$ cat src/rtl/timer_pkg.sv
// timer_pkg: register offsets and TCON bit positions shared by the timer blocks.
package timer_pkg;
  localparam logic [31:0] TH_OFF = 32'h0;
  localparam logic [31:0] TL_OFF = 32'h4;
  localparam logic [31:0] TCON_OFF = 32'h8;
  localparam int TCON_EN = 0;
  localparam int TCON_IE = 1;
  localparam int TCON_ST = 2;
  localparam int TCON_OS = 3;
endpackage

$ cat src/rtl/timer_prescaler.sv
// timer_prescaler: divides sysclk into count ticks; holds while frozen, clears when stopped.
module timer_prescaler #(
  parameter int PRESCALE = 1
) (
  input  logic sysclk,
  input  logic reset,
  input  logic run,
  input  logic clear,
  output logic tick
);
  localparam int CW = PRESCALE > 1 ? $clog2(PRESCALE) : 1;
  localparam logic [CW-1:0] LAST = CW'(PRESCALE - 1);
  logic [CW-1:0] cnt;
  assign tick = run && cnt == LAST;
  always_ff @(posedge sysclk or posedge reset)
    if (reset) cnt <= '0;
    else if (clear) cnt <= '0;
    else if (run) cnt <= tick ? '0 : cnt + CW'(1);
endmodule

$ cat src/rtl/timer_ctrl.sv
// timer_ctrl: memory-mapped system timer with TH reload, TL count and TCON control/status.
module timer_ctrl
  import timer_pkg::*;
#(
  parameter logic [31:0] BASE_ADDR = 32'h4000_0000,
  parameter int PRESCALE = 1
) (
  input  logic        sysclk,
  input  logic        reset,
  input  logic [31:0] addr,
  input  logic        wen,
  input  logic        ren,
  input  logic [31:0] wdata,
  output logic [31:0] rdata,
  input  logic        hold,
  output logic        irq
);
  logic [31:0] th, tl, word;
  logic [3:0] tcon, tcon_n;
  logic hit_th, hit_tl, hit_tc, wr_th, wr_tl, wr_tc, run, tick, ovf;
  assign word = addr & 32'hFFFF_FFFC;
  assign hit_th = word == BASE_ADDR + TH_OFF;
  assign hit_tl = word == BASE_ADDR + TL_OFF;
  assign hit_tc = word == BASE_ADDR + TCON_OFF;
  assign wr_th = wen & hit_th;
  assign wr_tl = wen & hit_tl;
  assign wr_tc = wen & hit_tc;
  assign run = tcon[TCON_EN] & ~hold;
  assign ovf = tick & (tl == 32'hFFFF_FFFF);
  assign irq = tcon[TCON_ST] & tcon[TCON_IE];
  timer_prescaler #(.PRESCALE(PRESCALE)) u_pre (
    .sysclk(sysclk),
    .reset(reset),
    .run(run),
    .clear(~tcon[TCON_EN] | wr_tl),
    .tick(tick)
  );
  // Hardware status set and oneshot stop take priority over a same-edge software write.
  always_comb begin
    tcon_n = tcon;
    if (wr_tc) tcon_n = {wdata[TCON_OS], tcon[TCON_ST] & wdata[TCON_ST], wdata[TCON_IE], wdata[TCON_EN]};
    if (ovf && tcon[TCON_IE]) tcon_n[TCON_ST] = 1'b1;
    if (ovf && tcon[TCON_OS]) tcon_n[TCON_EN] = 1'b0;
  end
  always_ff @(posedge sysclk or posedge reset)
    if (reset) begin
      th <= '0;
      tl <= '0;
      tcon <= '0;
    end else begin
      if (wr_th) th <= wdata;
      if (wr_tl) tl <= wdata;
      else if (tick) tl <= ovf ? th : tl + 32'd1;
      tcon <= tcon_n;
    end
  always_comb
    rdata = !ren ? 32'h0 : hit_th ? th : hit_tl ? tl : hit_tc ? {28'h0, tcon} : 32'h0;
endmodule

$ cat config.mk
export PLATFORM = sky130hd
export DESIGN_NAME = timer_ctrl
export DESIGN_NICKNAME = d
export VERILOG_FILES = /design/src/rtl/timer_pkg.sv /design/src/rtl/timer_prescaler.sv /design/src/rtl/timer_ctrl.sv
export SDC_FILE = /design/constraint.sdc
export NUM_CORES = 1
export LEC_CHECK = 0
export ABC_AREA = 1
export CORE_UTILIZATION = 48
export CTS_CLUSTER_DIAMETER = 80
export DETAILED_ROUTE_END_ITERATION = 12
export MAX_ROUTING_LAYER = met4
export PLACE_DENSITY = 0.79
export SYNTH_ARGS = -nofsm -noshare
export SYNTH_HDL_FRONTEND = slang
export SYNTH_SLANG_ARGS = --single-unit
$ cat constraint.sdc
create_clock -name sysclk -period 5.3 [get_ports sysclk]
set_input_delay 0.795 -clock sysclk [delete_from_list [all_inputs] [get_ports sysclk]]
set_output_delay 0.795 -clock sysclk [all_outputs]
set_load 0.02 [all_outputs]
* Word-level counts from Yosys, hierarchy flattened
Cells that the tools add are included.
** Word-level totals
- Register bits after elaboration :: 69
- Logic and storage cells :: 43
** Cells by class
- $add $sub $neg :: 2
- Equality and inequality tests :: 4
- Mux-type cells :: 13
- Bitwise operators :: 11
- Reduce and logical (&&, ||, !) cells :: 7
** Operators by type and width (count)
- two-way mux 32 bit :: 6
- == test 30 x 29 -> 1 bit, second input constant :: 3
- adder 32 x 1 -> 32 bit, second input constant :: 1
- == test 32 bit, second input constant :: 1
- nonzero test 2 bit :: 4
- AND 1 bit :: 7
- two-way mux 1 bit :: 5
- two-way mux 4 bit :: 1
- logical AND 1 bit :: 3
- two-way mux 3 bit :: 1
- inverter 1 bit :: 3
- adder 1 bit, second input constant :: 1
- bitwise OR 1 bit :: 1

* Depth between registers and ports, before layout
Gate-level depths: netlist of the first run.
- Depth after elaboration :: 7
- Gate-level depth with buffers :: 11

* Hierarchy
A second synthesis of the first run with hierarchy kept.
** Unflattened totals
- Cells, all modules :: 898
- Area total of the unflattened synthesis :: 5511.5 um^2
** By module, submodules not included
- timer_ctrl :: instances 1, cells each 892, area an instance 5465.2 um^2, seq. area each 1701.6 um^2
- timer_prescaler :: instances 1, cells each 6, area an instance 46.3 um^2, seq. area each 25.0 um^2

* Worst setup path after synthesis of the first run
OpenSTA, ideal clock, no wires.
- Kind :: input-to-output
- Start :: in addr[15]
- End :: out rdata[11]
- Arrival time :: 2.108 ns
- Data required time :: 4.505 ns
- Setup slack :: 2.397 ns
- Cell stages on the path :: 9
- Path buffers :: 2
- Cell sequence :: nor2_1 nand3_1 nor2_1 nand2_2 nor2_4 buf_4 buf_4 nand3_1 a21oi_1
** On the way
- Longest elaborated chain between the ends :: 4
- Elaborated cells on any way between the ends :: 5
** RTL lines
- from (decl) :: line timer_ctrl.sv:10 : input logic [31:0] addr,
- == test 30 x 29 -> 1 bit :: line timer_ctrl.sv:23 : assign hit_tl = word == BASE_ADDR + TL_OFF;
- two-way mux 32 bit :: line timer_ctrl.sv:57 : rdata = !ren ? 32'h0 : hit_th ? th : hit_tl ? tl : hit_tc ? {28'h0, tcon} : 32'h0;
- two-way mux 32 bit * (2 in a row) :: line timer_ctrl.sv:57
- to (decl) :: line timer_ctrl.sv:14 : output logic [31:0] rdata,
Mark *: on every way between the ends. The rest lies on a longest branch, timed or not.

* Worst setup path after layout of the first run
- Start :: in addr[30]
- End :: out rdata[14]
Same word-level chain as after synthesis.

==> flow_metrics.env, run 1 <==
export IMPL_status="complete, no violations"
export IMPL_route_detailed_drc=0
export IMPL_worst_setup_path_end_kind="output port"
export IMPL_dp_slack_ns=1.04
export IMPL_slew_headroom_pct=25.1
export IMPL_rr_startpoint="tl[1]"
export IMPL_clock_skew_ns=0.00483
export IMPL_synth_adder_area_share_pct=0.223
export IMPL_drv_slew=0
export IMPL_cts_inserted_buffers=9
export IMPL_syn_area_sq_um=5620
export IMPL_post_drt_wl_per_cell_um=14.6
export IMPL_synth_edf_count=0
export IMPL_clock_latency_ns=0.34
export IMPL_syn_nets=963
export IMPL_grt_pass1_wl_um=26700
export IMPL_worst_pin_slew_ns=1.12
export IMPL_avgSynthCellArea_sq_um=6.29
export IMPL_ys_flop_type="dfrtp_1"
export IMPL_start_util_pct=49.2
export IMPL_max_freq_mhz=233
export IMPL_reg2reg_to="tl[5]"
export IMPL_overflow=0
export IMPL_place_congestion=0.953
export IMPL_criticalPathCategory="input port to output port"
export IMPL_antenna_found_initial=0
export IMPL_cts_resized=0
export IMPL_drive_above_1_share_pct=8.21
export IMPL_synth_top_family_by_area="simple AND/OR/NAND/NOR gates"
export IMPL_post_cts_buffers=0
export IMPL_clock_sinks=69
export IMPL_utilization_pct=60.7
export IMPL_path_clk_slew_ns=0.06
export IMPL_async_flop_share_pct=100
export IMPL_num_nets_final=1040
export IMPL_cts_buffer_depth=2
export IMPL_setup_viol=0
export IMPL_power_leakage_nw=3.30
export IMPL_cts_tree="yes"
export IMPL_grt_use_total_pct=29.4
export IMPL_cp_slowest_cell="clkdlybuf4s50_1"
export IMPL_synth_area_leaders="dfrtp_1 31%, nand2_1 18%, nand3_1 13%"
export IMPL_ys_seq_elements=69
export IMPL_dieArea_sq_um=12100
export IMPL_ir_drop_mv=0.173
export IMPL_netlist_area_leader_share_pct=30.7
export IMPL_vias_per_cell=5.33
export IMPL_ys_top_cells_by_count="272 x nand2_1, 145 x nand3_1, 101 x inv_1, 95 x nor2_1, 69 x dfrtp_1"
export IMPL_synthSimpleGateAreaFrac_pct=48.2
export IMPL_fin_setup_tns_ns=0
export IMPL_crit_chain="clkdlybuf4s50_1, inv_1, nor2_1, nand2_1, nor2_1, nand2_1, inv_1, buf_4, nand3_1, a21oi_1, clkdlybuf4s50_1"
export IMPL_place_hpwl_um=11100
export IMPL_hold_viol=0
export IMPL_holdPathEnd="tcon[2]"
export IMPL_grt_pass1_vias=5451
export IMPL_r2r_cells=10
export IMPL_drtIter0Drc=479
export IMPL_start_kind="input port"
export IMPL_wirelength_um=16300
export IMPL_rsz0062_at_grt="false"
export IMPL_die_h_um=110
export IMPL_path_max_fanout=18
export IMPL_yosysSeqAreaShare_pct=30.7
export IMPL_cts_max_level=3
export IMPL_area_delta_synth_final_pct=23.3
export IMPL_ant_nets=0
export IMPL_holdPathStages=2
export IMPL_rows=39
export IMPL_hp_start="tcon[1]"
export IMPL_powerDensity_nw_per_um2=223
export IMPL_cts_root_buffer="clkbuf_16"
export IMPL_arrival_ns=3.50
export IMPL_fin_ws_ns=1.01
export IMPL_yosys_area_top_type="dfrtp_1"
export IMPL_synth_compound_area_share_pct=7.75
export IMPL_max_stage_delay_ns=0.67
export IMPL_yosysMostFrequentCell="nand2_1"
export IMPL_max_cap_violations=0
export IMPL_ys_warnings_count=0
export IMPL_grt_max_degree=47
export IMPL_dr_pass1_iters=5
export IMPL_cp_required_ns=4.51
export IMPL_synth_xor_area_share_pct=2.03
export IMPL_hp_class="register to register"
export IMPL_post_route_period_util_pct=81.0
export IMPL_synth_cells=893
export IMPL_die_x_um=110
export IMPL_synth_area_mux_share_pct=0
export IMPL_cts_hold_buf=0
export IMPL_vias=5960
export IMPL_io_pins=102
export IMPL_finalCriticalPeriod_ns=4.29
export IMPL_io_buffers=99
export IMPL_diodes=0
export IMPL_core_sq_um=11400
export IMPL_rrSetupSlack_ns=3.14
export IMPL_synthDistinctLibCells=31
-- cell type report --
class	count	area (sq um)
inverter	105	397
clock inverter	5	58.8
multi-input combinational	679	3270
fill	1137	4490
tap	143	179
sequential	69	1730
clock buffer	11	253
timing repair buffer	106	1040
-- worst max-delay path by stage --
stage / startpoint / end / cells past startpoint
after floorplan: addr[15] / rdata[11] / 9
final: addr[30] / rdata[14] / 11
after global routing: addr[7] / rdata[14] / 10
after CTS: addr[30] / rdata[14] / 11
after global placement: addr[30] / rdata[14] / 11
after detailed placement: addr[30] / rdata[14] / 11
-- per-layer routing --
metal  global-route usage, %  up-vias  routed length (um)
met2                    47.8      213                7680
met3                    5.11       23                1150
met4                    8.55        0                 214
met5                       -        -                   0
met1                    37.5     2729                7240
li1                        -     2995                   -
-- layout by cell type, fill, tap and decap left out --
cell             instances
nand3_1                145
clkinvlp_4               2
nand3_2                 10
o21ai_2                  6
xor2_1                   6
o21ai_0                 35
nand2_4                  3
bufinv_16                1
ha_1                     1
clkbuf_16                9
buf_4                    7
nand2_2                  7
nor2_8                   1
nor2_4                   9
xnor2_1                  7
o21ai_1                 11
clkbuf_8                 2
nor3_1                   6
nor3_4                   1
inv_2                    4
o21bai_1                 1
clkinv_4                 1
nand3b_1                12
dfrtp_1                 69
a21oi_1                 29
inv_1                  100
clkdlybuf4s50_1         99
clkinv_2                 1
nor2_2                  12
nor2_1                  95
nand2_1                272
nand4_1                  7
nand3_4                  3
inv_4                    1
-- sequential cells by signal, indices dropped and copies added, names as in the netlist --
register   flops
tcon           4
tl            32
u_pre.cnt      1
th            32
-- logic make-up (layout without fill, tap and decap cells) --
group           Yosys count  in the layout
simple gates            583            583
buf+inv                 145            227
compound gates           82             82
flops                    69             69
xor+xnor                 13             13
fa+ha+maj                 1              1
-- report_power, final --
part / switching (mW) / internal (mW)
logic: 0.142 / 0.123
registers: 0.0743 / 0.570
clock network: 0.244 / 0.390
total: 0.460 / 1.08
-- worst max-delay path, delay by kind of cell --
kind                   cells  cell delay (ns)
buffers and inverters      5             1.93
AND/OR/NAND/NOR            5             0.50
AO/OA/AOI/OAI              1             0.27
-- stage by stage --
step	instances	area (sq um)	hold slack (ns)	power, mW
final	1118	6930	0.504	1.54
after global routing	1118	6930	0.531	1.61
after CTS	1118	6930	0.499	1.55
after detailed placement	1102	6620	0.495	0.912
after global placement	1102	6620	0.484	0.905
after floorplan	893	5620	0.469	0.801
Note: power is estimated with default switching activity, not from simulation.
==> run 2, diff against run 1 <==
==> constraint.sdc (replaced) <==
create_clock -name sysclk -period 4.4 [get_ports sysclk]
set_input_delay 0.66 -clock sysclk [delete_from_list [all_inputs] [get_ports sysclk]]
set_output_delay 0.66 -clock sysclk [all_outputs]
set_load 0.02 [all_outputs]
==> flow_metrics.env, run 2 (synthesized netlist as in run 1, its figures left out) <==
export IMPL_max_stage_delay_ns=0.63
export IMPL_rr_startpoint="tl[0]"
export IMPL_rrSetupSlack_ns=2.23
export IMPL_cts_root_buffer="clkbuf_16"
export IMPL_hp_start="tcon[1]"
export IMPL_endpoint="rdata[24]"
export IMPL_cts_inserted_buffers=9
export IMPL_path_max_fanout=14
export IMPL_start_util_pct=49.2
export IMPL_grt_pass1_vias=5697
export IMPL_grt_max_degree=64
export IMPL_arrival_ns=3.29
export IMPL_cts_tree="yes"
export IMPL_diodes=0
export IMPL_cpLargestDelayFamily="buffers and inverters"
export IMPL_critPathBufInv=5
export IMPL_dieArea_sq_um=12100
export IMPL_die_x_um=110
export IMPL_wirelength_um=16600
export IMPL_ir_drop_mv=0.228
export IMPL_reg_top3="th x32, tl x32, tcon x4"
export IMPL_cp_required_ns=3.74
export IMPL_fin_area_sq_um=6980
export IMPL_finalCriticalPeriod_ns=3.95
export IMPL_crit_chain="clkdlybuf4s50_1, inv_1, nor2_1, nand2_1, nor2_1, nand2_1, inv_1, buf_4, nand3_1, a21oi_1, clkdlybuf4s50_1"
export IMPL_grt_pass1_wl_um=27800
export IMPL_post_route_period_util_pct=89.7
export IMPL_cp_slowest_cell="clkdlybuf4s50_1"
export IMPL_cts_resized=0
export IMPL_max_cap_violations=0
export IMPL_mostFrequentLayoutCells="272 x nand2_1, 145 x nand3_1, 100 x inv_1, 99 x clkdlybuf4s50_1, 95 x nor2_1"
export IMPL_rows=39
export IMPL_die_h_um=110
export IMPL_num_nets_final=1044
export IMPL_overflow=0
export IMPL_path_clk_slew_ns=0.06
export IMPL_core_sq_um=11400
export IMPL_place_hpwl_um=11500
export IMPL_mostFrequentLayoutCell="nand2_1"
export IMPL_area_delta_synth_final_pct=24.3
export IMPL_ant_nets=0
export IMPL_hold_viol=0
export IMPL_grt_use_total_pct=30.8
export IMPL_start_kind="input port"
export IMPL_dpl_cell_count=1106
export IMPL_place_congestion=0.944
export IMPL_cp_depth=11
export IMPL_clock_skew_ns=0.00891
export IMPL_final_cell_count_no_fill=1122
export IMPL_dr_pass1_iters=10
export IMPL_antenna_found_initial=0
export IMPL_vias=6082
export IMPL_io_pins=102
export IMPL_hp_class="register to register"
export IMPL_holdPathStages=2
export IMPL_power_leakage_nw=3.32
export IMPL_violations="DRC"
export IMPL_slew_headroom_pct=22.8
export IMPL_r2r_cells=9
export IMPL_status="complete, but fails checks"
export IMPL_cts_max_level=3
export IMPL_clock_sinks=69
export IMPL_reg2reg_to="tl[12]"
export IMPL_powerDensity_nw_per_um2=268
export IMPL_clock_latency_ns=0.34
export IMPL_fin_setup_tns_ns=0
export IMPL_io_buffers=99
export IMPL_worst_pin_slew_ns=1.16
export IMPL_drive_above_1_share_pct=8.27
export IMPL_vias_per_cell=5.42
export IMPL_placed_cell_area_sq_um=6670
export IMPL_criticalPathCategory="input port to output port"
export IMPL_setup_viol=0
export IMPL_rsz0062_at_grt="false"
export IMPL_cp_startpoint="addr[30]"
export IMPL_drv_slew=0
export IMPL_cts_buffer_depth=2
export IMPL_post_drt_wl_per_cell_um=14.8
export IMPL_worst_setup_path_end_kind="output port"
export IMPL_cts_hold_buf=0
export IMPL_route_detailed_drc=2
export IMPL_max_freq_mhz=253
export IMPL_post_cts_buffers=0
export IMPL_drtIter0Drc=496
[run 2: changes by cell type in the layout (fill, tap and decap cells not counted), sizes merged]
cell      previous run  this run
bufinv               1         2
clkinv               2         1
clkbuf              11        12
buf                  7        11
clkinvlp             2         1
[run 2: worst min-delay path, cell delays in order, from the launching register on]
cell	delay, ns
dfrtp_1	0.36
nand2_1	0.06
nand2_1	0.05
[run 2: worst min-delay path by stage]
stage              end  slack (ns)
2_1_floorplan  tcon[2]        0.47
3_3_place_gp   tcon[2]        0.49
3_5_place_dp   tcon[2]        0.50
4_1_cts        tcon[2]        0.51
5_1_grt        tcon[2]        0.53
6_report       tcon[2]        0.51
[run 2: final cells by class]
| class | instances | area (sq um) |
|---|---|---|
| Sequential cell | 69 | 1730 |
| Fill cell | 1135 | 4440 |
| Inverter | 105 | 397 |
| Clock buffer | 12 | 236 |
| Clock inverter | 4 | 72.6 |
| Multi-Input combinational cell | 679 | 3270 |
| Tap cell | 143 | 179 |
| Timing Repair Buffer | 110 | 1100 |
[run 2: power breakdown]
| group | internal, mW | switching (mW) |
|---|---|---|
| registers | 0.686 | 0.0894 |
| logic | 0.150 | 0.171 |
| clock network | 0.496 | 0.282 |
[run 2: per-stage QoR]
step / hold WS [ns] / setup slack (ns) / total power [mW] / util, %
after floorplan: 0.469 / 1.77 / 0.965 / -
after global placement: 0.486 / 0.512 / 1.09 / 58.4
after detailed placement: 0.501 / 0.499 / 1.10 / 58.4
after CTS: 0.511 / 0.495 / 1.88 / 61.1
after global routing: 0.529 / 0.270 / 1.96 / 61.1
final: 0.508 / 0.453 / 1.87 / 61.1
[run 2: metal layers]
layer  share of wire [%]  vias up  track usage (%)  wire length (um)
met2                  48      237             51.2              7990
met1                  43     2819             38.7              7240
met5                   0        -                -                 0
met3                 6.7       25             4.70              1120
li1                    -     3001                -                 -
met4                 1.8        0             9.68               295
